**src/rtl/tt_scan_driver.sv**
```systemverilog
// Exhaustive stimulus driver and truth-table collector for a
// single-output combinational netlist with a fixed output latency.
module tt_scan_driver #(
    parameter int N_IN = 10,
    parameter int LAT  = 0
) (
    input  logic              clk,
    input  logic              rst_n,
    input  logic              start,
    input  logic              abort,
    output logic [N_IN-1:0]   x,
    input  logic              y,
    output logic              busy,
    output logic              done,
    output logic              aborted,
    output logic              tt_valid,
    output logic [N_IN-1:0]   tt_idx,
    output logic              tt_bit,
    output logic [N_IN:0]     onset_count,
    output logic [15:0]       signature
);

    typedef enum logic [1:0] {IDLE, SCAN, DRAIN, DONE} state_t;

    localparam logic [N_IN-1:0] XMAX = '1;
    localparam logic [2:0]      LATC = 3'(LAT);

    state_t            state_q, state_d;
    logic [N_IN-1:0]   x_q, x_d;
    logic [2:0]        dcnt_q, dcnt_d;
    logic              busy_q, busy_d;
    logic              done_q, done_d;
    logic              ab_q, ab_d;
    logic              ttv_q, ttv_d;
    logic [N_IN-1:0]   tti_q, tti_d;
    logic              ttb_q, ttb_d;
    logic [N_IN:0]     on_q, on_d;
    logic [15:0]       sig_q, sig_d;
    logic              v0_d;
    logic              flush;
    logic              begin_scan;
    logic              cap;

    // pv_q[k]/pidx_q[k]: vector applied k cycles ago; stage 0 mirrors x
    logic [LAT:0]      pv_q;
    logic [N_IN-1:0]   pidx_q [LAT+1];

    always_comb begin
        state_d    = state_q;
        x_d        = x_q;
        dcnt_d     = dcnt_q;
        ab_d       = ab_q;
        v0_d       = 1'b0;
        flush      = 1'b0;
        begin_scan = 1'b0;
        unique case (state_q)
            IDLE: begin
                x_d = '0;
                if (start) begin
                    state_d    = SCAN;
                    begin_scan = 1'b1;
                end
            end
            SCAN: begin
                if (abort) begin
                    state_d = DONE;
                    flush   = 1'b1;
                    ab_d    = 1'b1;
                end else if (!pv_q[0]) begin
                    v0_d = 1'b1;
                end else if (x_q == XMAX) begin
                    state_d = DRAIN;
                    dcnt_d  = '0;
                end else begin
                    x_d  = x_q + N_IN'(1);
                    v0_d = 1'b1;
                end
            end
            DRAIN: begin
                if (abort) begin
                    state_d = DONE;
                    flush   = 1'b1;
                    ab_d    = 1'b1;
                end else if (dcnt_q == LATC) begin
                    state_d = DONE;
                end else begin
                    dcnt_d = dcnt_q + 3'd1;
                end
            end
            DONE: begin
                x_d     = '0;
                state_d = IDLE;
                if (start) begin
                    state_d    = SCAN;
                    begin_scan = 1'b1;
                end
            end
            default: state_d = IDLE;
        endcase
        if (begin_scan) begin
            x_d    = '0;
            ab_d   = 1'b0;
            dcnt_d = '0;
        end
    end

    assign cap    = pv_q[LAT] & ~flush;
    assign busy_d = (state_d == SCAN) || (state_d == DRAIN);
    assign done_d = (state_d == DONE);

    always_comb begin
        ttv_d = cap;
        tti_d = cap ? pidx_q[LAT] : tti_q;
        ttb_d = cap ? y : ttb_q;
        on_d  = on_q;
        sig_d = sig_q;
        if (begin_scan) begin
            on_d  = '0;
            sig_d = 16'hFFFF;
        end else if (cap) begin
            on_d  = on_q + {{N_IN{1'b0}}, y};
            sig_d = {sig_q[14:0], 1'b0}
                  ^ ({16{sig_q[15] ^ y}} & 16'h1021);
        end
    end

    always_ff @(posedge clk or negedge rst_n) begin
        if (!rst_n) begin
            state_q <= IDLE;
            x_q     <= '0;
            dcnt_q  <= '0;
            busy_q  <= 1'b0;
            done_q  <= 1'b0;
            ab_q    <= 1'b0;
            ttv_q   <= 1'b0;
            tti_q   <= '0;
            ttb_q   <= 1'b0;
            on_q    <= '0;
            sig_q   <= 16'hFFFF;
        end else begin
            state_q <= state_d;
            x_q     <= x_d;
            dcnt_q  <= dcnt_d;
            busy_q  <= busy_d;
            done_q  <= done_d;
            ab_q    <= ab_d;
            ttv_q   <= ttv_d;
            tti_q   <= tti_d;
            ttb_q   <= ttb_d;
            on_q    <= on_d;
            sig_q   <= sig_d;
        end
    end

    always_ff @(posedge clk or negedge rst_n) begin
        if (!rst_n) begin
            pv_q <= '0;
            for (int k = 0; k <= LAT; k++) pidx_q[k] <= '0;
        end else begin
            if (flush) begin
                pv_q <= '0;
            end else begin
                pv_q[0] <= v0_d;
                for (int k = 1; k <= LAT; k++) pv_q[k] <= pv_q[k-1];
            end
            pidx_q[0] <= x_d;
            for (int k = 1; k <= LAT; k++) pidx_q[k] <= pidx_q[k-1];
        end
    end

    assign x           = x_q;
    assign busy        = busy_q;
    assign done        = done_q;
    assign aborted     = ab_q;
    assign tt_valid    = ttv_q;
    assign tt_idx      = tti_q;
    assign tt_bit      = ttb_q;
    assign onset_count = on_q;
    assign signature   = sig_q;

endmodule

```
**config.mk**
```make
export PLATFORM = sky130hd
export DESIGN_NAME = tt_scan_driver
export DESIGN_NICKNAME = d
export VERILOG_FILES = /design/src/rtl/tt_scan_driver.sv
export SDC_FILE = /design/constraint.sdc
export NUM_CORES = 1
export LEC_CHECK = 0
export BUFFER_PORTS_ARGS = -buffer_cell sky130_fd_sc_hd__buf_2
export CAP_MARGIN = 15
export CELL_PAD_IN_SITES_DETAIL_PLACEMENT = 1
export CELL_PAD_IN_SITES_GLOBAL_PLACEMENT = 1
export CORE_ASPECT_RATIO = 1.4
export CORE_MARGIN = 3
export CORE_UTILIZATION = 35
export DETAILED_ROUTE_END_ITERATION = 12
export PLACE_DENSITY = 0.74
export SYNTH_ARGS = -nofsm -noshare
export SYNTH_HDL_FRONTEND = slang
export SYNTH_SLANG_ARGS = --single-unit
```
**constraint.sdc**
```tcl
create_clock -name clk -period 2.6 [get_ports clk]
set_clock_uncertainty 0.1 [all_clocks]
set_input_delay 0.52 -clock clk [delete_from_list [all_inputs] [get_ports clk]]
set_output_delay 0.52 -clock clk [all_outputs]
set_load 0.005 [all_outputs]
```
# Yosys cells after proc, flatten, opt, wreduce, memory -nomap -nowiden
# Cells that the tools add are included.
[word_totals]
reg_bits = 58
input_bits = 5
[op_classes]
n_addsub = 3
muxes = 36
n_reduce_logical = 13
eq_ne = 13
n_bitwise = 4
[op_table]
columns = ["operator", "count"]
rows = [
  ["2-to-1 mux 10 bit", 4],
  ["2-to-1 mux 16 bit", 2],
  ["2-to-1 mux 11 bit", 2],
  ["case mux 10 bit (2 select lines)", 1],
  ["2-to-1 mux 3 bit", 6],
  ["!= test 3 bit (second input constant)", 6],
  ["XOR 16 x 13 -> 16 bit", 1],
  ["2-to-1 mux 1 bit", 13],
  ["2-to-1 mux 2 bit", 6],
  ["adder 11 x 1 -> 11 bit", 1],
  ["adder 10 x 1 -> 10 bit (second input constant)", 1],
  ["equality test 10 bit (second input constant)", 1],
  ["equality test 2 bit (second input constant)", 4],
  ["case mux 2 bit (4 select lines)", 1],
  ["case mux 3 bit (2 select lines)", 1],
  ["AND reduction 6 bit", 1],
  ["nonzero test 2 bit", 3],
  ["nonzero test 3 bit", 2],
  ["equality test 2 x 1 -> 1 bit (second input constant)", 2],
  ["AND reduction 4 bit", 1],
  ["OR reduction 2 bit", 2],
  ["adder 3 x 1 -> 3 bit (second input constant)", 1],
  ["logical NOT 3 bit", 1],
  ["logical NOT 2 bit", 1],
  ["other kinds (5)", 5],
]

# Depth between registers and ports, before layout
# Gate-level depths: netlist (run 1).
[logic_depth]
word_depth = 7
ltp_mapped = 9
ltp_nobuf = 9

# Worst setup path after synthesis (run 1)
# Ideal clock, no wire load.
[synth_timing]
kind = "register -> register"
startpoint = "register pidx_q[0] (netlist name)"
endpoint = "register pidx_q[4] in the netlist's numbering"
path_stages_with_launch = 7
slack_ns = 0.545
arrival_ns = 1.886
setup_ns = 0.069
period_less_slack_ns = 2.055
cell_sequence = "dfrtp_1 -> ha_1 -> nand4_2 -> nor3_2 -> o32a_4 -> or4b_1 -> nand3_1"
[synth_lines]
columns = ["item", "line", "source"]
rows = [
  ["end: declaration", "46", "logic [N_IN-1:0] pidx_q [LAT+1];"],
]

==> results of run 1 <==
-- per-layer routing --
metal | routed length [um] | vias up | GRT usage (%)
li1 | - | 1126 | -
met1 | 3080 | 1157 | 20.9
met2 | 3710 | 44 | 29.3
met3 | 252 | 12 | 4.15
met4 | 141 | 0 | 6.54
met5 | 0 | - | 0
-- registers in the layout, indices dropped and copies added (netlist names) --
signal and flops:
tt_idx 10, busy 1, aborted 1, state_q 2, dcnt_q 3, onset_count 11, tt_bit 1, pv_q 1
tt_valid 1, signature 16, done 1, pidx_q 10
-- Yosys cell counts (all sizes together) --
library cell | count | area (um^2)
clkbuf | 8 | 30.0
ha | 10 | 125
inv | 9 | 33.8
and4 | 2 | 17.5
nor4 | 3 | 18.8
or4b | 1 | 10.0
o41ai | 1 | 8.76
nand2 | 83 | 312
or3 | 1 | 6.26
o31a | 2 | 17.5
o2111ai | 1 | 8.76
a31oi | 1 | 6.26
xor2 | 8 | 70.1
a21oi | 6 | 30.0
nand2b | 3 | 18.8
dfrtp | 42 | 1050
nand3b | 1 | 7.51
o32ai | 1 | 8.76
nand4 | 5 | 37.5
dfstp | 16 | 420
o21ai | 16 | 80.1
buf | 4 | 16.3
o211ai | 5 | 37.5
o21a | 3 | 22.5
and3 | 3 | 18.8
a211o | 1 | 8.76
or2 | 1 | 6.26
and2 | 2 | 12.5
nand3 | 27 | 140
nor2 | 12 | 45.0
o32a | 1 | 22.5
or4 | 1 | 7.51
o31ai | 3 | 22.5
xnor2 | 4 | 35.0
nor3 | 3 | 20.0
nor2b | 5 | 31.3
-- cell families (layout without fill, tap and decap cells) --
logic type | after synthesis | after routing | synth area share [%]
AND/OR/NAND/NOR | 153 | 153 | 25.7
flip-flops | 58 | 58 | 53.2
AO/OA/AOI/OAI | 41 | 41 | 9.91
buffers and inverters | 21 | 87 | 2.90
XOR/XNOR | 12 | 12 | 3.80
adder cells (fa/ha/maj) | 10 | 10 | 4.52
-- where the power goes --
group	internal, mW	switching, mW	total [mW]
clock network	0.366	0.360	0.726
registers	1.19	0.168	1.36
logic	0.507	0.781	1.29
total	2.07	1.31	3.37
-- how the worst max path moves through the flow --
| stage | from | to |
|---|---|---|
| 6_report | pidx_q[0]$_DFFE_PN0P_ | pidx_q[4]$_DFFE_PN0P_ |
| 5_1_grt | pidx_q[0]$_DFFE_PN0P_ | dcnt_q[1]$_DFFE_PN0P_ |
| 4_1_cts | pidx_q[0]$_DFFE_PN0P_ | pidx_q[9]$_DFFE_PN0P_ |
| 3_5_place_dp | pidx_q[0]$_DFFE_PN0P_ | pidx_q[9]$_DFFE_PN0P_ |
| 3_3_place_gp | pidx_q[0]$_DFFE_PN0P_ | pidx_q[4]$_DFFE_PN0P_ |
| 2_1_floorplan | pidx_q[0]$_DFFE_PN0P_ | pidx_q[4]$_DFFE_PN0P_ |
-- worst max-delay path, stage by stage, from the launching register on --
cell	delay, ns
dfrtp_1	0.47
ha_1	0.29
nand4_2	0.17
nor3_2	0.08
o32a_4	0.46
or4b_1	0.51
nand3_1	0.09
-- area by class of cell --
cell class	instances	area [um^2]
fillers	903	4150
flip-flops and latches	58	1470
multi-input cells	216	1210
repair buffers	62	338
clock buffers	11	141
well taps	97	121
inverters	9	33.8
clock inverters	5	30.0
==> run summary, run 1 <==
final hold vios: 0
Power Dens Cells: 1010 nW/um^2
Synth Net Count: 310
Seq/Total Area, Yosys: 53.2%
hold slack: 0.0733 ns
R2R cell count: 6
commonest cells after routing, fill and taps aside: 83 x nand2_1, 56 x buf_2, 42 x dfrtp_1
final HPWL from detailed placement: 5.11 mm
RSZ-0062 raised after global routing: no
Worst-Skew Late Latency: 0.33 ns
CTS tree: done
GRT Overall Usage: 17.4%
CTS clk-pin slew, worst paths: 0.07 ns
relative slew slack: 54.9%
Design Area, Final: 3350 um^2
Worst Path Max Fanout: 15
site row count: 37
# clock sinks: 58
Final Slew Violations: 0
fmax: 447 MHz
Hold WC Path Type: primary input to asynchronous set/reset pin
routed vias: 2339
Synth Instances: 295
Crit path required time: 2.77 ns
Crit Path Class: flip-flop to flip-flop
first-pass GRT wire length: 12.2 mm
layout cells sized above 1: 27.1%
setup ws final: 0.362 ns
Max-Cap Viols: 0
total die area: 9020 um^2
Die X: 81.1 um
reg-to-reg startpoint: pidx_q[0]$_DFFE_PN0P_
Worst setup EP type: flip-flop
WP data arrival: 2.41 ns
initial antenna violation count: 0
root buffer cell: clkbuf_8
Routed WL per cell: 15.7 um
most common cell after layout, fill and taps aside: nand2_1
final WL: 7.18 mm
chip height: 111 um
IO Pins: 57
placed cells: 442
total power: 3.37 mW
largest net degree at the start of global routing: 36
Final GP Congestion: 0.766
vias in the first global route: 2481
Synth-to-Final Area Change: 21.1%
setup TNS: 0 ns
reg2reg setup slack: 0.36 ns
cts hold-fix bufs: 0
Clock Path Buffers: 2
Tightest Pin Transition: 0.676 ns
Syn Area/Cell: 9.37 um^2
DR iter-0 viols: 86
run status: finished clean
Worst R2R End: pidx_q[4]$_DFFE_PN0P_
Max IR drop VDD: 0.000415 V
H-tree Lvls: 3
Finished Core Util: 44.7%
Routed Antenna Nets: 0
Num CTS Buffers: 9
TritonRoute pass-1 iters: 4
Tmin final: 2.24 ns
PostCTS Resize Cnt: 0
Final Setup Violations: 0
pre-CTS setup slack: 0.376 ns
Starting Density: 36.9%
Non-Filler Instances: 458
Nets: 371
Yosys reg bits: 58
Post-CTS Setup Bufs: 0
crit start category: flip-flop
P_leak: 1.67 nW
number of inserted diodes: 0
Ys Warns: 0
cell area after synthesis: 2770 um^2
synth unique cells: 41
fin crit share: 86.1%
drt via density: 5.11
DRC: 0
placement-stage cell area: 3180 um^2
Port Buffers: 56
core box area: 7500 um^2
total gr overflow: 0
(Power assumes the default switching activity.)
==> inputs of run 2 (changes only) <==
Settings changed: GPL_TIMING_DRIVEN from default to 0.
==> run summary, run 2 (synthesis gave the netlist of run 1 again) <==
Tightest Pin Transition: 0.501 ns (was 0.676 ns)
IO Pins: 57 (unchanged)
Multi-input gate area: 1210 um^2 (unchanged)
Worst Path Max Fanout: 10 (was 15)
final WL: 6.91 mm (was 7.18 mm)
Sw Ratio: 38.6% (was 38.8%)
final HPWL from detailed placement: 5.10 mm (was 5.11 mm)
Num CTS Buffers: 9 (unchanged)
CTS tree: done (unchanged)
R2R cell count: 9 (was 6)
P_leak: 1.67 nW (about the same)
drt via density: 5.02 (was 5.11)
net switching power: 1.29 mW (was 1.31 mW)
Starting Density: 36.9% (unchanged)
setup ws final: 0.298 ns (was 0.362 ns)
Design Area, Final: 3350 um^2 (about the same)
Finished Core Util: 44.7% (about the same)
CTS clk-pin slew, worst paths: 0.06 ns (was 0.07 ns)
setup TNS: 0 ns (unchanged)
commonest cells after routing, fill and taps aside: 83 x nand2_1, 57 x buf_2, 42 x dfrtp_1 (was 83 x nand2_1, 56 x buf_2, 42 x dfrtp_1)
Register Area: 1470 um^2 (unchanged)
critical path's largest stage delay: 0.40 ns (was 0.51 ns)
RSZ-0062 raised after global routing: no (unchanged)
Max-Cap Viols: 0 (unchanged)
Tmin final: 2.30 ns (was 2.24 ns)
# clock sinks: 58 (unchanged)
WP data arrival: 2.48 ns (was 2.41 ns)
TritonRoute pass-1 iters: 4 (unchanged)
critical path's slowest cell: clkbuf_1 (was or4b_1)
cell-internal power: 2.05 mW (was 2.07 mW)
GRT Overall Usage: 17.3% (was 17.4%)
Crit Path Class: flip-flop to flip-flop (unchanged)
relative slew slack: 66.6% (was 54.9%)
Routed WL per cell: 14.9 um (was 15.7 um)
most common cell after layout, fill and taps aside: nand2_1 (unchanged)
Power Dens Cells: 996 nW/um^2 (was 1010 nW/um^2)
root buffer cell: clkbuf_8 (unchanged)
sequential power share: 41.0% (was 40.3%)
crit start category: flip-flop (unchanged)
total die area: 9020 um^2 (unchanged)
Worst R2R End: tt_idx[0]$_DFFE_PN0P_ (was pidx_q[4]$_DFFE_PN0P_)
DR iter-0 viols: 72 (was 86)
cells along the critical path: inv_1 > ha_1 > nand2_1 > nand2_1 > inv_1 > clkbuf_1 > clkbuf_2 > nand2_1 > nand2_1 (was ha_1 > nand4_2 > nor3_2 > o32a_4 > or4b_1 > nand3_1)
vias in the first global route: 2448 (was 2481)
Synth-to-Final Area Change: 21.2% (was 21.1%)
worst setup path start: state_q[0]$_DFF_PN0_ (was pidx_q[0]$_DFFE_PN0P_)
Final Setup Violations: 0 (unchanged)
placement-stage cell area: 3190 um^2 (was 3180 um^2)
Clock Power Share: 21.3% (was 21.5%)
Worst setup EP type: flip-flop (unchanged)
chip height: 111 um (unchanged)
number of inserted diodes: 0 (unchanged)
fill count: 924 (was 903)
total gr overflow: 0 (unchanged)
number of flip-flops in the largest register: 16 (unchanged)
Port Buffers: 56 (unchanged)
routed vias: 2333 (was 2339)
Worst-Skew Late Latency: 0.34 ns (was 0.33 ns)
fmax: 434 MHz (was 447 MHz)
Nets: 378 (was 371)
Clock Path Buffers: 2 (unchanged)
pre-CTS setup slack: 0.153 ns (was 0.376 ns)
hold slack: 0.0290 ns (was 0.0733 ns)
reg2reg setup slack: 0.30 ns (was 0.36 ns)
total power: 3.34 mW (was 3.37 mW)
Crit path required time: 2.78 ns (was 2.77 ns)
cts hold-fix bufs: 0 (unchanged)
largest net degree at the start of global routing: 41 (was 36)
site row count: 37 (unchanged)
CP dominant cell by count: nand2_1
H-tree Lvls: 3 (unchanged)
core box area: 7500 um^2 (unchanged)
CP bufs+invs: 4 (was 0)
final hold vios: 0 (unchanged)
PostCTS Resize Cnt: 0 (unchanged)
Post-CTS Setup Bufs: 0 (unchanged)
Non-Filler Instances: 465 (was 458)
placed cells: 449 (was 442)
layout cells sized above 1: 25.3% (was 27.1%)
DRC: 0 (unchanged)
Final Slew Violations: 0 (unchanged)
CP delay by family, top: buffers and inverters (was simple AND/OR/NAND/NOR gates)
Logic pwr share: 37.8% (was 38.2%)
Crit path depth: 9 (was 6)
Die X: 81.1 um (unchanged)
Hold WC Path Type: primary input to asynchronous set/reset pin (unchanged)
Final GP Congestion: 0.783 (was 0.766)
fin crit share: 88.5% (was 86.1%)
Routed Antenna Nets: 0 (unchanged)
Worst setup endpoint: tt_idx[0]$_DFFE_PN0P_ (was pidx_q[4]$_DFFE_PN0P_)
reg-to-reg startpoint: state_q[0]$_DFF_PN0_ (was pidx_q[0]$_DFFE_PN0P_)
initial antenna violation count: 0 (unchanged)
run status: finished clean (unchanged)
Max IR drop VDD: 0.000313 V (was 0.000415 V)
first-pass GRT wire length: 12.0 mm (was 12.2 mm)
## run 2: worst min path at each step
stage	startpoint	to	slack, ns	depth (start not counted)
6_report	rst_n	tt_valid$_DFF_PN0_	0.03	1
5_1_grt	rst_n	tt_idx[2]$_DFFE_PN0P_	0.04	1
4_1_cts	rst_n	tt_valid$_DFF_PN0_	0.01	1
3_5_place_dp	tt_idx[1]$_DFFE_PN0P_	tt_idx[1]$_DFFE_PN0P_	0.36	2
3_3_place_gp	tt_bit$_DFFE_PN0P_	tt_bit$_DFFE_PN0P_	0.36	2
2_1_floorplan	rst_n	aborted$_DFFE_PN0P_	0.12	0
## run 2: power groups by stage
stage | Sequential, mW | Clock [mW] | Combinational (mW)
finish | 1.37 | 0.710 | 1.26
global route | 1.41 | 0.791 | 1.46
CTS | 1.37 | 0.748 | 1.29
detailed placement | 1.39 | 0 | 1.29
global placement | 1.38 | 0 | 1.24
floorplan | 1.37 | 0 | 0.810
## run 2: routing by layer
metal  vias up  global-route usage [%]  share of wire (%)
met5         -                       0                  0
met4         0                    7.67                1.6
met3         8                    5.12                3.4
met2        40                    28.4                 51
met1      1151                    20.5                 44
li1       1134                       -                  -
## run 2: layout make-up
cell class,count,share of cell area [%]
Clock inverter,3,0.448
Multi-Input combinational cell,216,36.2
Clock buffer,13,4.44
Sequential cell,58,43.9
Buffer,12,1.42
Inverter,9,1.01
Tap cell,97,3.62
Timing Repair Buffer,57,8.96
